==> src/rtl/ibus_rom_responder.sv <==
// Instruction-bus ROM responder: answers iadr/isiz fetches from a word store after WAIT wait states.
// Define IBUS_ROM_FAULT_EN to ack misaligned and doubleword fetches with zero data.
module ibus_rom_responder #(
  parameter logic [63:0] BASE  = 64'hFFFF_FFFF_FFFF_FF00,
  parameter int unsigned DEPTH = 64,
  parameter int unsigned WAIT  = 2
) (
  input  logic        clk_i,
  input  logic        reset_i,
  input  logic [63:0] iadr_i,
  input  logic [1:0]  isiz_i,
  output logic        iack_o,
  output logic [31:0] idat_o,
  input  logic        ld_we_i,
  input  logic [9:0]  ld_adr_i,
  input  logic [31:0] ld_dat_i
);

  // state     | meaning
  // S_IDLE    | no request outstanding, accept on isiz_i != 0
  // S_WAITING | request latched, counting wait states down
  // S_ACK     | iack_o high for one cycle, always returns to S_IDLE

  localparam int          AW    = $clog2(DEPTH);
  localparam logic [63:0] SPAN  = 64'(DEPTH) * 64'd4;
  localparam logic [3:0]  WAIT4 = 4'(WAIT);

  typedef enum logic [1:0] {S_IDLE, S_WAITING, S_ACK} state_t;

  state_t      state_q, state_d;
  logic [63:0] adr_q, adr_d;
  logic [1:0]  siz_q, siz_d;
  logic [3:0]  cnt_q, cnt_d;
  logic [31:0] idat_q, idat_d;

  logic [31:0] mem [DEPTH];

  logic [63:0] rd_adr;
  logic [1:0]  rd_siz;
  logic [63:0] offset;
  logic        in_range;
  logic        fault;
  logic [31:0] word;
  logic [31:0] sel_dat;
  logic [31:0] rd_dat;
  logic        ld_adr_unused;

  assign ld_adr_unused = ^ld_adr_i;

  always_ff @(posedge clk_i or posedge reset_i) begin
    if (reset_i) begin
      state_q <= S_IDLE;
      adr_q   <= '0;
      siz_q   <= '0;
      cnt_q   <= '0;
      idat_q  <= '0;
    end else begin
      state_q <= state_d;
      adr_q   <= adr_d;
      siz_q   <= siz_d;
      cnt_q   <= cnt_d;
      idat_q  <= idat_d;
    end
  end

  // Store is never reset; loads are accepted in every state.
  always_ff @(posedge clk_i) begin
    if (ld_we_i)
      mem[ld_adr_i[AW-1:0]] <= ld_dat_i;
  end

  always_comb begin
    state_d = state_q;
    adr_d   = adr_q;
    siz_d   = siz_q;
    cnt_d   = cnt_q;
    case (state_q)
      S_IDLE: begin
        if (isiz_i != 2'b00) begin
          adr_d   = iadr_i;
          siz_d   = isiz_i;
          cnt_d   = WAIT4;
          state_d = (WAIT == 0) ? S_ACK : S_WAITING;
        end
      end
      S_WAITING: begin
        if (isiz_i == 2'b00) begin
          state_d = S_IDLE;
        end else if (iadr_i != adr_q || isiz_i != siz_q) begin
          adr_d = iadr_i;
          siz_d = isiz_i;
          cnt_d = WAIT4;
        end else if (cnt_q == 4'd0) begin
          state_d = S_ACK;
        end else begin
          cnt_d = cnt_q - 4'd1;
        end
      end
      S_ACK:   state_d = S_IDLE;
      default: state_d = S_IDLE;
    endcase
  end

  // With WAIT=0 the store is read on the accepting edge, so decode the live bus in IDLE.
  assign rd_adr   = (state_q == S_IDLE) ? iadr_i : adr_q;
  assign rd_siz   = (state_q == S_IDLE) ? isiz_i : siz_q;
  assign offset   = rd_adr - BASE;
  assign in_range = offset < SPAN;
  assign word     = mem[offset[AW+1:2]];

  always_comb begin
    sel_dat = word;
    if (rd_siz == 2'b01)
      sel_dat = offset[1] ? {16'h0000, word[31:16]} : {16'h0000, word[15:0]};
  end

`ifdef IBUS_ROM_FAULT_EN
  assign fault = (rd_siz == 2'b11) ||
                 (rd_siz == 2'b10 && offset[1:0] != 2'b00) ||
                 (rd_siz == 2'b01 && offset[0]);
`else
  assign fault = 1'b0;
`endif

  assign rd_dat = (in_range && !fault) ? sel_dat : 32'h0000_0000;

  always_comb begin
    idat_d = (state_d == S_ACK) ? rd_dat : 32'h0000_0000;
    iack_o = (state_q == S_ACK);
    idat_o = idat_q;
  end

endmodule

==> config.mk <==
export PLATFORM = sky130hd
export DESIGN_NAME = ibus_rom_responder
export DESIGN_NICKNAME = d
export VERILOG_FILES = /design/src/rtl/ibus_rom_responder.sv
export SDC_FILE = /design/constraint.sdc
export NUM_CORES = 2
export LEC_CHECK = 0
export BUFFER_PORTS_ARGS = -buffer_cell sky130_fd_sc_hd__buf_2
export CORE_MARGIN = 2
export CORE_UTILIZATION = 55
export DETAILED_ROUTE_END_ITERATION = 10
export PLACE_DENSITY = 0.67
export SLEW_MARGIN = 25
export SYNTH_ARGS = -nofsm -noshare
export SYNTH_HDL_FRONTEND = slang
export SYNTH_SLANG_ARGS = --single-unit
==> constraint.sdc <==
create_clock -name clk_i -period 4.35 [get_ports clk_i]
set_clock_uncertainty 0.05 [all_clocks]
set_input_delay 0.87 -clock clk_i [delete_from_list [all_inputs] [get_ports clk_i]]
set_output_delay 0.87 -clock clk_i [all_outputs]
set_load 0.03 [all_outputs]
# --- Yosys cells after proc, flatten, opt, wreduce, memory -nomap -nowiden ---
# Memory sizes are Yosys's and may differ from the RTL's.
# Index checks and enable logic that the tools add are counted.
word_totals:
  memories: 1
  ram_bits: 2048
  input_bits: 111
  reg_bits: 104
  word_cells: 53
  output_inout_bits: 33
mem_list:
  columns: ["memory", "words", "width", "read_ports", "rd_ports_with_merged_regs", "write_ports", "line", "text"]
  rows:
  - ["mem", 64, 32, 1, 0, 1, "36", "logic [31:0] mem [DEPTH];"]
classes:
  order_cmp: 1
  n_reduce_logical: 8
  n_eq_ne: 10
  n_mux: 26
  n_addsub: 2
ops:
  columns: ["cell", "n"]
  rows:
  - ["$mux W64", 4]
  - ["$pmux W64 S2", 1]
  - ["$mux W32", 3]
  - ["$lt A64 B9 Y1 const B", 1]
  - ["$ne A64 B64 Y1", 1]
  - ["$sub A64 B64 Y64 const B", 1]
  - ["$mux W16", 1]
  - ["$mux W2", 8]
  - ["$mux W4", 4]
  - ["$pmux W2 S2", 2]
  - ["$pmux W4 S2", 1]
  - ["$reduce_and A4 Y1", 2]
  - ["$ne A2 B2 Y1 const B", 3]
  - ["$eq A2 B1 Y1 const B", 2]
  - ["$eq A2 B2 Y1 const B", 2]
  - ["$logic_not A2 Y1", 2]
  - ["$logic_not A4 Y1", 1]
  - ["$reduce_bool A2 Y1", 2]
  - ["$sub A4 B1 Y4 const B", 1]
  - ["$ne A3 B3 Y1 const B", 1]
  - ["$mux W1", 2]
  - ["$ne A2 B2 Y1", 1]
  - ["$logic_or A1 B1 Y1", 1]

# --- Logic depth before layout (Yosys ltp) ---
# An unclocked memory read counts as a cell.
depth:
  ltp_word: 8
  mapped_depth: 16
  mapped_depth_nobuf: 11

# --- Least setup slack after synthesis ---
# OpenSTA, ideal clock, no wires.
synth_path:
  path_kind: "input to register"
  start: "in ld_adr_i[3]"
  end: "mem mem[48][0], enable pin"
  setup_ns: 0.461
  required_time_ns: 3.839
  path_slack_ns: 0.270
  stages: 4
  t_arrival_ns: 3.569
  path_buffers: 1
  path_cell_list: "clkbuf_1 > nor2b_1 > nand4b_1 > nor3_1"
synth_lines:
  columns: ["item", "line", "text"]
  rows:
  - ["start, declared", "15", "input logic [9:0] ld_adr_i,"]
  - ["end, declared", "36", null]
# Straight into the memory's write port.

# --- Worst setup path in the final report ---
layout_path:
  start: "reg state_q[1]"
  end: "reg idat_q[2], in the netlist idat_o[2]"
layout_between:
  elab_chain_len: 8
  elab_cells_between_ends: 18
  classes_between: "add/sub: 1; order compare: 1; eq/ne: 3; mux: 11; reduce/logical: 1; memory: 1"
layout_rtl:
  columns: ["item", "line", "text"]
  rows:
  - ["start, declared", "30", "state_t state_q, state_d;"]
  - ["start signal, assigned", "58", "state_q <= state_d;"]
  - ["branches (longest 7 deep; another with $sub A64 B64 Y64)", null, null]
  - ["$mux W32 (*)", "128", "idat_d = (state_d == S_ACK) ? rd_dat : 32'h0000_0000;"]
  - ["via idat_d[2]", "34", "logic [31:0] idat_q, idat_d;"]
  - ["end signal, assigned", "62", "idat_q <= idat_d;"]
  - ["end, declared", "34", null]
# Mark *: on every way through the listed nets, which the timed path passes.
# A chain may end at the register's enable or synchronous reset.

==> impl_metrics.py <==
metrics = {
    "run_status": {
        "status": "completed",
    },
    "setup_path": {
        "ff2ff_setup_slack_ns": 0.19,
        "cp-start-kind": "flip-flop",
        "critPathMaxFanout": 42,
        "arrival_ns": 4.81,
        "endpoint_kind": "flip-flop",
        "required_ns": 4.99,
        "critPathKind": "reg2reg",
    },
    "power_and_ir_drop": {
        "p_leak_nw": 33.7,
        "pwr-share-comb_pct": 11.0,
        "p_int_mw": 34.5,
        "p_seq_share_pct": 50.4,
        "p_per_area_nw_per_um2": 453,
        "pwr-share-clk_pct": 38.6,
        "switching_share_pct": 24.4,
        "ir_worst_vdd_uv": 449,
        "netSwitchingPower_mw": 11.1,
    },
    "clock_tree": {
        "numClockSinks": 2152,
        "post_cts_buffers": 0,
        "clk_pin_slew_worst_paths_ns": 0.06,
        "cts-root-buf": "clkbuf_16",
        "clkLatencyLatePin_ns": 0.87,
        "cts_buffers": 210,
        "htree_levels": 4,
        "cts_tree": "built",
        "clk_path_buf_depth": 3,
    },
    "floorplan": {
        "die_x_um": 403,
        "num_io_pins": 144,
        "dieArea_sq_um": 162000,
        "rows": 146,
        "coreArea_sq_um": 158000,
        "start_util_pct": 55.3,
        "die_height_um": 403,
    },
    "global_route": {
        "grt_max_degree": 74,
        "overflow": 0,
        "track_usage_pct": 32.6,
        "grt_pass1_wl_um": 374000,
        "grt_pass1_vias": 51289,
        "antenna_found_initial": 20,
    },
    "detailed_routing": {
        "drc": 0,
        "wl_um": 264000,
        "wl_met1_um": 99400,
        "vias_per_cell": 6.64,
        "first_pass_iters": 8,
        "wire_per_inst_um": 32.5,
        "top_layer": "met5",
        "antenna_left": 0,
        "wl_met3_um": 32200,
        "num_vias": 53872,
        "drt_iter0_drc": 8336,
        "met2_length_um": 122000,
    },
    "sta": {
        "holdWs_ns": 0.163,
        "setup_tns_ns": 0,
        "hold_violations": 0,
        "max_slew.worst_pin.slew_ns": 1.17,
        "max_clock_freq_mhz": 240,
        "period_needed_ns": 4.16,
        "setup_viol": 0,
        "max_slew_margin_pct": 22.0,
        "fin_crit_sh_pct": 95.7,
        "slew_violations": 0,
        "finalWorstSetupSlack_ns": 0.187,
        "grt_setup_unrepaired": "no",
    },
    "placement": {
        "place_worst_setup_slack_ns": -0.341,
        "port_buffers": 139,
        "place_area_sq_um": 94100,
        "dp_hpwl_um": 162000,
        "gp_congestion": 0.938,
    },
    "logic_synthesis": {
        "ys.flop_type": "edfxtp_1",
        "synth_edf_count": 2048,
        "syn_nets": 5499,
        "synth.area.top_cells": "edfxtp_1 (70%), mux4_2 (6.6%), nand2_1 (3.8%)",
        "synth.most_common_cell": "edfxtp_1",
        "synth_warnings": 0,
        "synthTopCellsByCount": "edfxtp_1 (2048), nand2_1 (893), nand3_1 (374), mux4_2 (258), mux2i_1 (195)",
        "synth_cells": 5386,
        "synth_seq_area_share_pct": 73.4,
        "synth.largest_area_cell": "edfxtp_1",
        "syn_area_per_cell_sq_um": 16.2,
        "synth-async-reset-ratio_pct": 4.83,
        "syn_area_sq_um": 87400,
        "synth_top_area_share_pct": 70.4,
        "synth_cell_types": 93,
        "synth-seq-cells": 2152,
    },
    "job": {
        "max-cap-violations": 0,
    },
    "final_layout": {
        "final_area_sq_um": 101000,
        "nNetsFinal": 5977,
        "drive_gt1_share_pct": 22.2,
        "area_delta_synth_final_pct": 15.3,
    },
    "worst_hold_path": {
        "holdCritPathClass": "in2async",
    },
}
repair_timing:
item / CTS / global route
hold buffers: 0 / 0
hold endpoints to repair: 0 / 0
endpoints found under the setup margin: 1 / 7
resized for setup: 1 / 3
routing by layer:
layer,track usage [%],up-vias
met5,0,-
met2,50.6,3613
met1,46.2,27441
met4,10.9,16
met3,7.24,577
li1,-,22225
state kept, by name, summed over array words and instances, names as in the netlist:
| signal | count |
|---|---|
| mem | 2048 |
| adr_q | 64 |
| idat_o | 32 |
| cnt_q | 4 |
| siz_q | 2 |
| state_q | 2 |
through the flow:
step / utilization [%] / instances / power [mW]
floorplan: - / 5386 / 25.9
global placement: 59.5 / 7723 / 28.3
detailed placement: 59.5 / 7724 / 28.3
CTS: 63.7 / 8113 / 45.7
global route: 63.8 / 8113 / 46.8
finish: 63.8 / 8117 / 45.6
area by class of cell:
type / instances / area, sq um
Sequential cell: 2152 / 64100
Fill cell: 11172 / 57300
Multi-Input combinational cell: 2901 / 22200
Clock buffer: 287 / 5710
Timing Repair Buffer: 590 / 5170
Tap cell: 2072 / 2590
Clock inverter: 102 / 908
Inverter: 9 / 36.3
Antenna cell: 4 / 10.0
path summary, 6_finish.rpt:
check,from,endpoint,cells after the start
max reg2reg,state_q[1],idat_o[2],16
min,reset_i,idat_o[30],2
min in group clk_i,iadr_i[0],adr_q[0],2
min reg2reg,adr_q[0],adr_q[0],1
max,state_q[1],idat_o[2],16
max in group asynchronous,reset_i,adr_q[56],3
placed cells by master, fill, tap and decap left out, types with 24 or more instances in the layout:
cell type / count
nand3_1: 374
o2111ai_1: 24
nand2_1: 890
a32oi_1: 51
buf_2: 127
buf_4: 378
buf_12: 85
clkinv_1: 39
nor2_4: 67
clkinv_2: 37
nor2_1: 66
xor2_1: 28
and3_1: 42
clkbuf_16: 212
mux2_2: 76
mux4_2: 258
dfrtp_1: 102
a221oi_1: 37
xnor2_1: 65
a21oi_1: 67
a211oi_1: 33
o21ai_0: 62
a31oi_1: 67
mux2i_1: 194
o211ai_1: 41
edfxtp_1: 2048
nand4_1: 71
clkbuf_1: 63
a22oi_1: 26
nor3_1: 32
power groups by stage:
stage / clock network, mW / logic, mW / registers [mW]
6_report: 17.6 / 5.02 / 23.0
5_1_grt: 18.6 / 5.24 / 23.0
4_1_cts: 17.8 / 4.95 / 23.0
3_5_place_dp: 0 / 4.92 / 23.4
3_3_place_gp: 0 / 4.86 / 23.4
2_1_floorplan: 0 / 2.55 / 23.4
critical path: stages, from the launching register on:
cell and delay, ns:
dfrtp_2 0.42, buf_12 0.18, buf_4 0.18, nand4bb_1 0.23
a2bb2oi_2 0.32, nand4_1 0.17, buf_4 0.18, buf_4 0.15
a211oi_1 0.30, xnor2_1 0.13, nor4_2 0.37, buf_4 0.17
and4_1 0.25, nand4_2 0.10, buf_4 0.20, buf_12 0.14
a2111oi_0 0.47
cell families (layout without fill, tap and decap cells):
logic type | after synthesis | after routing | share of synthesized area, %
other | 0 | 4 | 0
AOI/OAI and AO/OA | 571 | 571 | 4.82
and+or+nand+nor | 1706 | 1706 | 9.02
xor gates and xnor gates | 93 | 93 | 0.932
adders and majority gates | 2 | 2 | 0.0286
muxes | 529 | 529 | 9.86
buffers and inverters | 333 | 988 | 1.97
DFF | 2152 | 2152 | 73.4
No activity file was read; power rests on OpenSTA's default activity.
